## config.mk

```make
export PLATFORM = sky130hd
export DESIGN_NAME = cache_control_flat
export DESIGN_NICKNAME = d
export VERILOG_FILES = /design/src/rtl/cache_control_if.sv /design/src/rtl/cache_control.sv /design/src/flat_wrapper.sv
export SDC_FILE = /design/constraint.sdc
export NUM_CORES = 1
export LEC_CHECK = 0
export BUFFER_PORTS_ARGS = -buffer_cell sky130_fd_sc_hd__buf_2
export CORE_UTILIZATION = 44
export CTS_CLUSTER_DIAMETER = 50
export DETAILED_ROUTE_END_ITERATION = 8
export GPL_TIMING_DRIVEN = 0
export PLACE_DENSITY_LB_ADDON = 0.12
export SYNTH_ARGS = -nofsm -noshare
export SYNTH_HDL_FRONTEND = slang
export SYNTH_SLANG_ARGS = --single-unit
```

## constraint.sdc

```tcl
create_clock -name clk -period 2.1 [get_ports clk]
set_input_delay 0.21 -clock clk [delete_from_list [all_inputs] [get_ports clk]]
set_output_delay 0.21 -clock clk [all_outputs]
set_load 0.01 [all_outputs]
```

## src/rtl/cache_control_if.sv

```systemverilog
// Signal bundle between the cache control FSM and the CPU port, cache datapath and physical memory.
interface cache_control_if #(
    parameter int unsigned CNT_WIDTH = 16
);
    logic                 mem_read;
    logic                 mem_write;
    logic [2:0]           mem_offset;
    logic [1:0]           mem_byte_enable;
    logic                 mem_resp;

    logic                 hit0;
    logic                 hit1;
    logic                 valid0_out;
    logic                 valid1_out;
    logic                 dirty0_out;
    logic                 dirty1_out;
    logic                 LRU_out;

    logic                 pmem_resp;
    logic                 pmem_read;
    logic                 pmem_write;

    logic                 data0_writeline;
    logic                 data1_writeline;
    logic                 tag0_write;
    logic                 tag1_write;
    logic                 valid0_write;
    logic                 valid1_write;
    logic                 dirty0_write;
    logic                 dirty1_write;
    logic                 valid_in;
    logic                 dirty_in;
    logic                 updateLRU;
    logic                 wb_sel;
    logic [1:0]           adrmux_sel;
    logic [15:0]          offset_sel;

    logic [CNT_WIDTH-1:0] hit_count;
    logic [CNT_WIDTH-1:0] miss_count;

    // Environment side: CPU, datapath and physical memory.
    modport master (
        output mem_read, mem_write, mem_offset, mem_byte_enable,
        output hit0, hit1, valid0_out, valid1_out, dirty0_out, dirty1_out, LRU_out,
        output pmem_resp,
        input  mem_resp, pmem_read, pmem_write,
        input  data0_writeline, data1_writeline, tag0_write, tag1_write,
        input  valid0_write, valid1_write, dirty0_write, dirty1_write,
        input  valid_in, dirty_in, updateLRU, wb_sel, adrmux_sel, offset_sel,
        input  hit_count, miss_count
    );

    // Controller side.
    modport slave (
        input  mem_read, mem_write, mem_offset, mem_byte_enable,
        input  hit0, hit1, valid0_out, valid1_out, dirty0_out, dirty1_out, LRU_out,
        input  pmem_resp,
        output mem_resp, pmem_read, pmem_write,
        output data0_writeline, data1_writeline, tag0_write, tag1_write,
        output valid0_write, valid1_write, dirty0_write, dirty1_write,
        output valid_in, dirty_in, updateLRU, wb_sel, adrmux_sel, offset_sel,
        output hit_count, miss_count
    );
endinterface

```

## src/rtl/cache_control.sv

```systemverilog
// Control FSM for the 2-way write-back cache: hit handling, victim writeback, line allocate,
// plus saturating hit/miss counters.
module cache_control #(
    parameter int unsigned CNT_WIDTH = 16
) (
    input  logic          clk,
    input  logic          reset,
    cache_control_if.slave bus
);

    typedef enum logic [1:0] {
        COMPARE,
        WRITEBACK,
        ALLOCATE
    } state_e;

    state_e               state_q, state_d;
    logic                 victim_q, victim_d;
    logic                 miss_flag_q, miss_flag_d;
    logic [CNT_WIDTH-1:0] hit_cnt_q, hit_cnt_d;
    logic [CNT_WIDTH-1:0] miss_cnt_q, miss_cnt_d;

    logic        req_c;
    logic        is_write_c;
    logic        vic_c;
    logic        vic_dirty_c;
    logic        mem_resp_c;
    logic        pmem_read_c;
    logic        pmem_write_c;
    logic        data0_wl_c, data1_wl_c;
    logic        tag0_w_c, tag1_w_c;
    logic        valid0_w_c, valid1_w_c;
    logic        dirty0_w_c, dirty1_w_c;
    logic        valid_in_c, dirty_in_c;
    logic        update_lru_c;
    logic        wb_sel_c;
    logic [1:0]  adrmux_sel_c;
    logic [15:0] offset_sel_c;

    assign req_c       = bus.mem_read | bus.mem_write;
    assign is_write_c  = bus.mem_write;
    // LRU_out = 1 names way0 as least recently used, so the victim index is its inverse.
    assign vic_c       = ~bus.LRU_out;
    assign vic_dirty_c = vic_c ? (bus.valid1_out & bus.dirty1_out)
                               : (bus.valid0_out & bus.dirty0_out);

    always_ff @(posedge clk or posedge reset) begin
        if (reset) begin
            state_q     <= COMPARE;
            victim_q    <= 1'b0;
            miss_flag_q <= 1'b0;
            hit_cnt_q   <= '0;
            miss_cnt_q  <= '0;
        end else begin
            state_q     <= state_d;
            victim_q    <= victim_d;
            miss_flag_q <= miss_flag_d;
            hit_cnt_q   <= hit_cnt_d;
            miss_cnt_q  <= miss_cnt_d;
        end
    end

    // Next state and strobes; outputs stay quiet while reset is held.
    always_comb begin
        state_d      = state_q;
        victim_d     = victim_q;
        miss_flag_d  = miss_flag_q;
        hit_cnt_d    = hit_cnt_q;
        miss_cnt_d   = miss_cnt_q;
        mem_resp_c   = 1'b0;
        pmem_read_c  = 1'b0;
        pmem_write_c = 1'b0;
        data0_wl_c   = 1'b0;
        data1_wl_c   = 1'b0;
        tag0_w_c     = 1'b0;
        tag1_w_c     = 1'b0;
        valid0_w_c   = 1'b0;
        valid1_w_c   = 1'b0;
        dirty0_w_c   = 1'b0;
        dirty1_w_c   = 1'b0;
        valid_in_c   = 1'b0;
        dirty_in_c   = 1'b0;
        update_lru_c = 1'b0;
        wb_sel_c     = 1'b0;
        adrmux_sel_c = 2'd0;
        offset_sel_c = 16'd0;

        if (!reset) begin
            unique case (state_q)
                COMPARE: begin
                    if (req_c) begin
                        if (bus.hit0 | bus.hit1) begin
                            mem_resp_c   = 1'b1;
                            update_lru_c = (bus.hit0 & bus.LRU_out) | (bus.hit1 & ~bus.LRU_out);
                            if (is_write_c) begin
                                data0_wl_c   = bus.hit0;
                                dirty0_w_c   = bus.hit0;
                                data1_wl_c   = ~bus.hit0;
                                dirty1_w_c   = ~bus.hit0;
                                dirty_in_c   = 1'b1;
                                wb_sel_c     = 1'b1;
                                offset_sel_c = 16'(bus.mem_byte_enable) << {bus.mem_offset, 1'b0};
                            end
                            // The re-compare after a fill is not a genuine hit.
                            if (!miss_flag_q && (hit_cnt_q != '1)) begin
                                hit_cnt_d = hit_cnt_q + CNT_WIDTH'(1);
                            end
                            miss_flag_d = 1'b0;
                        end else begin
                            victim_d    = vic_c;
                            miss_flag_d = 1'b1;
                            if (miss_cnt_q != '1) begin
                                miss_cnt_d = miss_cnt_q + CNT_WIDTH'(1);
                            end
                            state_d = vic_dirty_c ? WRITEBACK : ALLOCATE;
                        end
                    end
                end
                WRITEBACK: begin
                    pmem_write_c = 1'b1;
                    adrmux_sel_c = 2'd1 + 2'(victim_q);
                    if (bus.pmem_resp) begin
                        state_d = ALLOCATE;
                    end
                end
                ALLOCATE: begin
                    pmem_read_c = 1'b1;
                    if (bus.pmem_resp) begin
                        data0_wl_c = ~victim_q;
                        tag0_w_c   = ~victim_q;
                        valid0_w_c = ~victim_q;
                        dirty0_w_c = ~victim_q;
                        data1_wl_c = victim_q;
                        tag1_w_c   = victim_q;
                        valid1_w_c = victim_q;
                        dirty1_w_c = victim_q;
                        valid_in_c = 1'b1;
                        state_d    = COMPARE;
                    end
                end
                default: state_d = COMPARE;
            endcase
        end
    end

    assign bus.mem_resp        = mem_resp_c;
    assign bus.pmem_read       = pmem_read_c;
    assign bus.pmem_write      = pmem_write_c;
    assign bus.data0_writeline = data0_wl_c;
    assign bus.data1_writeline = data1_wl_c;
    assign bus.tag0_write      = tag0_w_c;
    assign bus.tag1_write      = tag1_w_c;
    assign bus.valid0_write    = valid0_w_c;
    assign bus.valid1_write    = valid1_w_c;
    assign bus.dirty0_write    = dirty0_w_c;
    assign bus.dirty1_write    = dirty1_w_c;
    assign bus.valid_in        = valid_in_c;
    assign bus.dirty_in        = dirty_in_c;
    assign bus.updateLRU       = update_lru_c;
    assign bus.wb_sel          = wb_sel_c;
    assign bus.adrmux_sel      = adrmux_sel_c;
    assign bus.offset_sel      = offset_sel_c;
    assign bus.hit_count       = hit_cnt_q;
    assign bus.miss_count      = miss_cnt_q;

endmodule

```

## src/flat_wrapper.sv

```systemverilog
// flat-port wrapper written by rule: the top's interface ports become plain ports
module cache_control_flat 
#(
    parameter int unsigned CNT_WIDTH = 16
)
  (clk, reset, bus_mem_read, bus_mem_write, bus_mem_offset, bus_mem_byte_enable, bus_hit0, bus_hit1, bus_valid0_out, bus_valid1_out, bus_dirty0_out, bus_dirty1_out, bus_LRU_out, bus_pmem_resp, bus_mem_resp, bus_pmem_read, bus_pmem_write, bus_data0_writeline, bus_data1_writeline, bus_tag0_write, bus_tag1_write, bus_valid0_write, bus_valid1_write, bus_dirty0_write, bus_dirty1_write, bus_valid_in, bus_dirty_in, bus_updateLRU, bus_wb_sel, bus_adrmux_sel, bus_offset_sel, bus_hit_count, bus_miss_count);
  cache_control_if #(.CNT_WIDTH(CNT_WIDTH)) bus_i ();
  input  logic clk;
  input  logic reset;
  input wire logic [$bits(bus_i.mem_read)-1:0] bus_mem_read;
  input wire logic [$bits(bus_i.mem_write)-1:0] bus_mem_write;
  input wire logic [$bits(bus_i.mem_offset)-1:0] bus_mem_offset;
  input wire logic [$bits(bus_i.mem_byte_enable)-1:0] bus_mem_byte_enable;
  input wire logic [$bits(bus_i.hit0)-1:0] bus_hit0;
  input wire logic [$bits(bus_i.hit1)-1:0] bus_hit1;
  input wire logic [$bits(bus_i.valid0_out)-1:0] bus_valid0_out;
  input wire logic [$bits(bus_i.valid1_out)-1:0] bus_valid1_out;
  input wire logic [$bits(bus_i.dirty0_out)-1:0] bus_dirty0_out;
  input wire logic [$bits(bus_i.dirty1_out)-1:0] bus_dirty1_out;
  input wire logic [$bits(bus_i.LRU_out)-1:0] bus_LRU_out;
  input wire logic [$bits(bus_i.pmem_resp)-1:0] bus_pmem_resp;
  output wire logic [$bits(bus_i.mem_resp)-1:0] bus_mem_resp;
  output wire logic [$bits(bus_i.pmem_read)-1:0] bus_pmem_read;
  output wire logic [$bits(bus_i.pmem_write)-1:0] bus_pmem_write;
  output wire logic [$bits(bus_i.data0_writeline)-1:0] bus_data0_writeline;
  output wire logic [$bits(bus_i.data1_writeline)-1:0] bus_data1_writeline;
  output wire logic [$bits(bus_i.tag0_write)-1:0] bus_tag0_write;
  output wire logic [$bits(bus_i.tag1_write)-1:0] bus_tag1_write;
  output wire logic [$bits(bus_i.valid0_write)-1:0] bus_valid0_write;
  output wire logic [$bits(bus_i.valid1_write)-1:0] bus_valid1_write;
  output wire logic [$bits(bus_i.dirty0_write)-1:0] bus_dirty0_write;
  output wire logic [$bits(bus_i.dirty1_write)-1:0] bus_dirty1_write;
  output wire logic [$bits(bus_i.valid_in)-1:0] bus_valid_in;
  output wire logic [$bits(bus_i.dirty_in)-1:0] bus_dirty_in;
  output wire logic [$bits(bus_i.updateLRU)-1:0] bus_updateLRU;
  output wire logic [$bits(bus_i.wb_sel)-1:0] bus_wb_sel;
  output wire logic [$bits(bus_i.adrmux_sel)-1:0] bus_adrmux_sel;
  output wire logic [$bits(bus_i.offset_sel)-1:0] bus_offset_sel;
  output wire logic [$bits(bus_i.hit_count)-1:0] bus_hit_count;
  output wire logic [$bits(bus_i.miss_count)-1:0] bus_miss_count;
  assign bus_i.mem_read = bus_mem_read;
  assign bus_i.mem_write = bus_mem_write;
  assign bus_i.mem_offset = bus_mem_offset;
  assign bus_i.mem_byte_enable = bus_mem_byte_enable;
  assign bus_i.hit0 = bus_hit0;
  assign bus_i.hit1 = bus_hit1;
  assign bus_i.valid0_out = bus_valid0_out;
  assign bus_i.valid1_out = bus_valid1_out;
  assign bus_i.dirty0_out = bus_dirty0_out;
  assign bus_i.dirty1_out = bus_dirty1_out;
  assign bus_i.LRU_out = bus_LRU_out;
  assign bus_i.pmem_resp = bus_pmem_resp;
  assign bus_mem_resp = bus_i.mem_resp;
  assign bus_pmem_read = bus_i.pmem_read;
  assign bus_pmem_write = bus_i.pmem_write;
  assign bus_data0_writeline = bus_i.data0_writeline;
  assign bus_data1_writeline = bus_i.data1_writeline;
  assign bus_tag0_write = bus_i.tag0_write;
  assign bus_tag1_write = bus_i.tag1_write;
  assign bus_valid0_write = bus_i.valid0_write;
  assign bus_valid1_write = bus_i.valid1_write;
  assign bus_dirty0_write = bus_i.dirty0_write;
  assign bus_dirty1_write = bus_i.dirty1_write;
  assign bus_valid_in = bus_i.valid_in;
  assign bus_dirty_in = bus_i.dirty_in;
  assign bus_updateLRU = bus_i.updateLRU;
  assign bus_wb_sel = bus_i.wb_sel;
  assign bus_adrmux_sel = bus_i.adrmux_sel;
  assign bus_offset_sel = bus_i.offset_sel;
  assign bus_hit_count = bus_i.hit_count;
  assign bus_miss_count = bus_i.miss_count;
  cache_control #(.CNT_WIDTH(CNT_WIDTH)) u_core (.clk(clk), .reset(reset), .bus(bus_i));
endmodule
```

==> results.json <==
{
  "fin_hold_ws_ps": 120,
  "final.period_utilization": 0.992,
  "firstDrtPassIters": 6,
  "timing.critical_path.from_type": "register",
  "worst-r2r-cell-count": 5,
  "totalPowerFinal_w": 0.00215,
  "die_x_um": 70.1,
  "final_core_util": 0.634,
  "nature_of_the_critical_path_endpoint": "register",
  "avgSynthCellArea_sq_um": 9.36,
  "max-cap-violations": 0,
  "netlist_instances": 218,
  "tightest_slew_ps": 712,
  "ctsRootBufferMaster": "clkbuf_8",
  "max_clock_freq_mhz": 480,
  "grt_setup_unrepaired": "yes",
  "synth_cell_type_count": 40,
  "remaining_drc_errors": 0,
  "antenna_cells": 0,
  "power_density_nw_per_um2": 770,
  "area_growth_syn_to_layout_pct": 37.1,
  "drt-vias-per-instance": 5.45,
  "critical_path.max_fanout": 6,
  "class_of_the_tightest_hold_or_removal_check": "input port to async pin",
  "std_cell_rows": 24,
  "globalRoute.totalOverflow": 0,
  "synthesis.area_sq_um": 2040,
  "grt_first_pass_wirelength_um": 8350,
  "clock_tree_skew_after_final_layout_ps": 5.26,
  "edff_count_synth": 0,
  "ys_warn_count": 0,
  "maxSlewViolCount": 0,
  "tritoncts": "built",
  "drive_gt1_frac": 0.390,
  "latest_clock_arrival_within_the_worst_skew_pair_ps": 280,
  "postSynthNetCount": 237,
  "clk_pin_slew_ps": 70,
  "ys_dominant_reg_cell": "dfrtp_1",
  "cts.path.max_buffers": 2,
  "timing.rr.end": "u_core.bus.hit_count[10]$_DFFE_PP0P_",
  "wl_per_cell_um": 13.8,
  "cts.sinks": 36,
  "power.static_leakage_nw": 1.50,
  "io_buffers": 81,
  "pre_cts_ws_ps": -291,
  "routed-via-count": 2001,
  "dieArea_sq_um": 4910,
  "worst-endpoint-arrival_ps": 2290,
  "fin_crit_ps": 2080,
  "max-vdd-ir-drop_mv": 0.708,
  "crit_required_ps": 2310,
  "total_setup_violations_reported_at_the_end_of_the_flow": 0,
  "critical-path-slowest-cell": "or4_4",
  "detail_route.wirelength_um": 5060,
  "timing_hold_violations_final": 0,
  "place_hpwl_um": 3570,
  "fin_ws_ps": 16.6,
  "mostFrequentLayoutCells": "buf_2, dfrtp_1, nor2_1, xor2_1",
  "critical_path.reg2reg.startpoint": "u_core.state_q[1]$_DFFE_PP0P_",
  "cts_htree_levels": 2,
  "postCtsHoldBufs": 0,
  "starting_density": 0.462,
  "io-pin-count": 82,
  "gp_congestion": 0.769,
  "cp_cell_sequence": "or4_4 -> or4b_4 -> buf_6 -> nor4b_4 -> xor2_1",
  "dr.first_iter.drc_count": 95,
  "grt_max_degree": 22,
  "track_usage": 0.209,
  "r2r_slack_ps": 20,
  "antenna_found_initial": 0,
  "core-area_sq_um": 4410,
  "net_count_reported_at_finish": 333,
  "status": "complete, no violations",
  "most_frequent_standard_cell_in_the_layout_excluding_fill_and_tap_cells": "buf_2",
  "critPathMaxStageDelay_ps": 530,
  "slew-limit-headroom": 0.525,
  "criticalPathCategory": "register to register",
  "fp.dieH_um": 70.1,
  "first_global_vias": 1865,
  "yosysSeqAreaShare": 0.441,
  "synth_seq_cells": 36,
  "cts_buffers": 5,
  "proportion_of_register_bits_with_asynchronous_set_or_reset_after_synthesis": 1.00,
  "antenna_violating_nets_post_route": 0
}
## cell families after synthesis
| logic type | synth area share |
|---|---|
| AO/OA/AOI/OAI | 0.0466 |
| adder cells (fa/ha/maj) | 0.0123 |
| multiplexers | 0.0313 |
| XOR/XNOR | 0.112 |
| flip-flops | 0.441 |
| buffers and inverters | 0.0429 |
| AND/OR/NAND/NOR | 0.314 |
## per-layer routing
layer  global-route usage  vias up  share of wire
met2                0.347       59           0.48
met3               0.0505        7          0.045
met4               0.0467        0          0.012
met5                    0        -              0
li1                     -      966              -
met1                0.277      969           0.46
## power by group
group	switching, W	internal [W]	total (W)
Combinational	0.000324	0.000302	0.000626
Clock	0.000238	0.000268	0.000505
Sequential	0.000194	0.000829	0.00102
## per-stage QoR
step | cells | area, sq um | TNS [ps]
after floorplan | 218 | 2040 | 0
final | 367 | 2800 | 0
after global placement | 351 | 2510 | -1990
after detailed placement | 352 | 2540 | -2580
after CTS | 362 | 2680 | -195
after global routing | 367 | 2800 | -122
## state kept, by name (all words and copies together), names as in the netlist
| signal | cells |
|---|---|
| u_core.state_q | 2 |
| u_core.victim_q | 1 |
| u_core.miss_flag_q | 1 |
| u_core.bus.miss_count | 16 |
| u_core.bus.hit_count | 16 |
## Yosys cell counts (3+ instances only)
cell	instances	share of area
dfrtp_1	36	0.44
nor2_1	28	0.052
xor2_1	24	0.10
nor4_1	14	0.043
nand2_1	13	0.024
nor3_1	11	0.027
nand3_1	10	0.025
inv_1	8	0.015
nand4_1	8	0.025
and3_1	6	0.018
buf_4	5	0.018
o21ai_0	5	0.012
clkbuf_1	4	0.0074
nand3b_1	4	0.015
and2_1	3	0.0092
mux2_1	3	0.017
mux2i_1	3	0.015
or3_1	3	0.0092
## how the worst max path moves through the flow
stage | from | end | slack [ps] | cells past startpoint
6_report | u_core.state_q[1]$_DFFE_PP0P_ | u_core.bus.hit_count[10]$_DFFE_PP0P_ | 20 | 5
5_1_grt | u_core.state_q[1]$_DFFE_PP0P_ | u_core.bus.hit_count[10]$_DFFE_PP0P_ | -80 | 5
4_1_cts | u_core.state_q[0]$_DFFE_PP0P_ | u_core.bus.hit_count[10]$_DFFE_PP0P_ | -40 | 5
3_5_place_dp | u_core.bus.miss_count[0]$_DFFE_PP0P_ | u_core.bus.miss_count[1]$_DFFE_PP0P_ | -290 | 5
3_3_place_gp | u_core.bus.miss_count[0]$_DFFE_PP0P_ | u_core.bus.miss_count[1]$_DFFE_PP0P_ | -270 | 5
2_1_floorplan | u_core.bus.miss_count[0]$_DFFE_PP0P_ | u_core.bus.miss_count[1]$_DFFE_PP0P_ | 30 | 5
## layout make-up
type / count / area [sq um]
multi-input cells: 164 / 1150
clock buffers: 8 / 90.1
repair buffers: 90 / 493
plain buffers: 9 / 61.3
flip-flops and latches: 36 / 903
inverters: 8 / 30.0
fillers: 398 / 1620
well taps: 52 / 65.1
## critical path: cells and delay by family, from the launching register on
family | cells | cell delay, ps
XOR/XNOR | 1 | 160
flip-flops | 1 | 460
buffers and inverters | 1 | 160
AND/OR/NAND/NOR | 3 | 1240
## repair_timing
action | 4_1_cts | 5_1_grt
endpoints found under the setup margin | 28 | 45
pin swaps | 4 | 4
buffers inserted | 3 | 5
gates resized for setup | 7 | 19
Note: power is estimated with default switching activity, not from simulation.
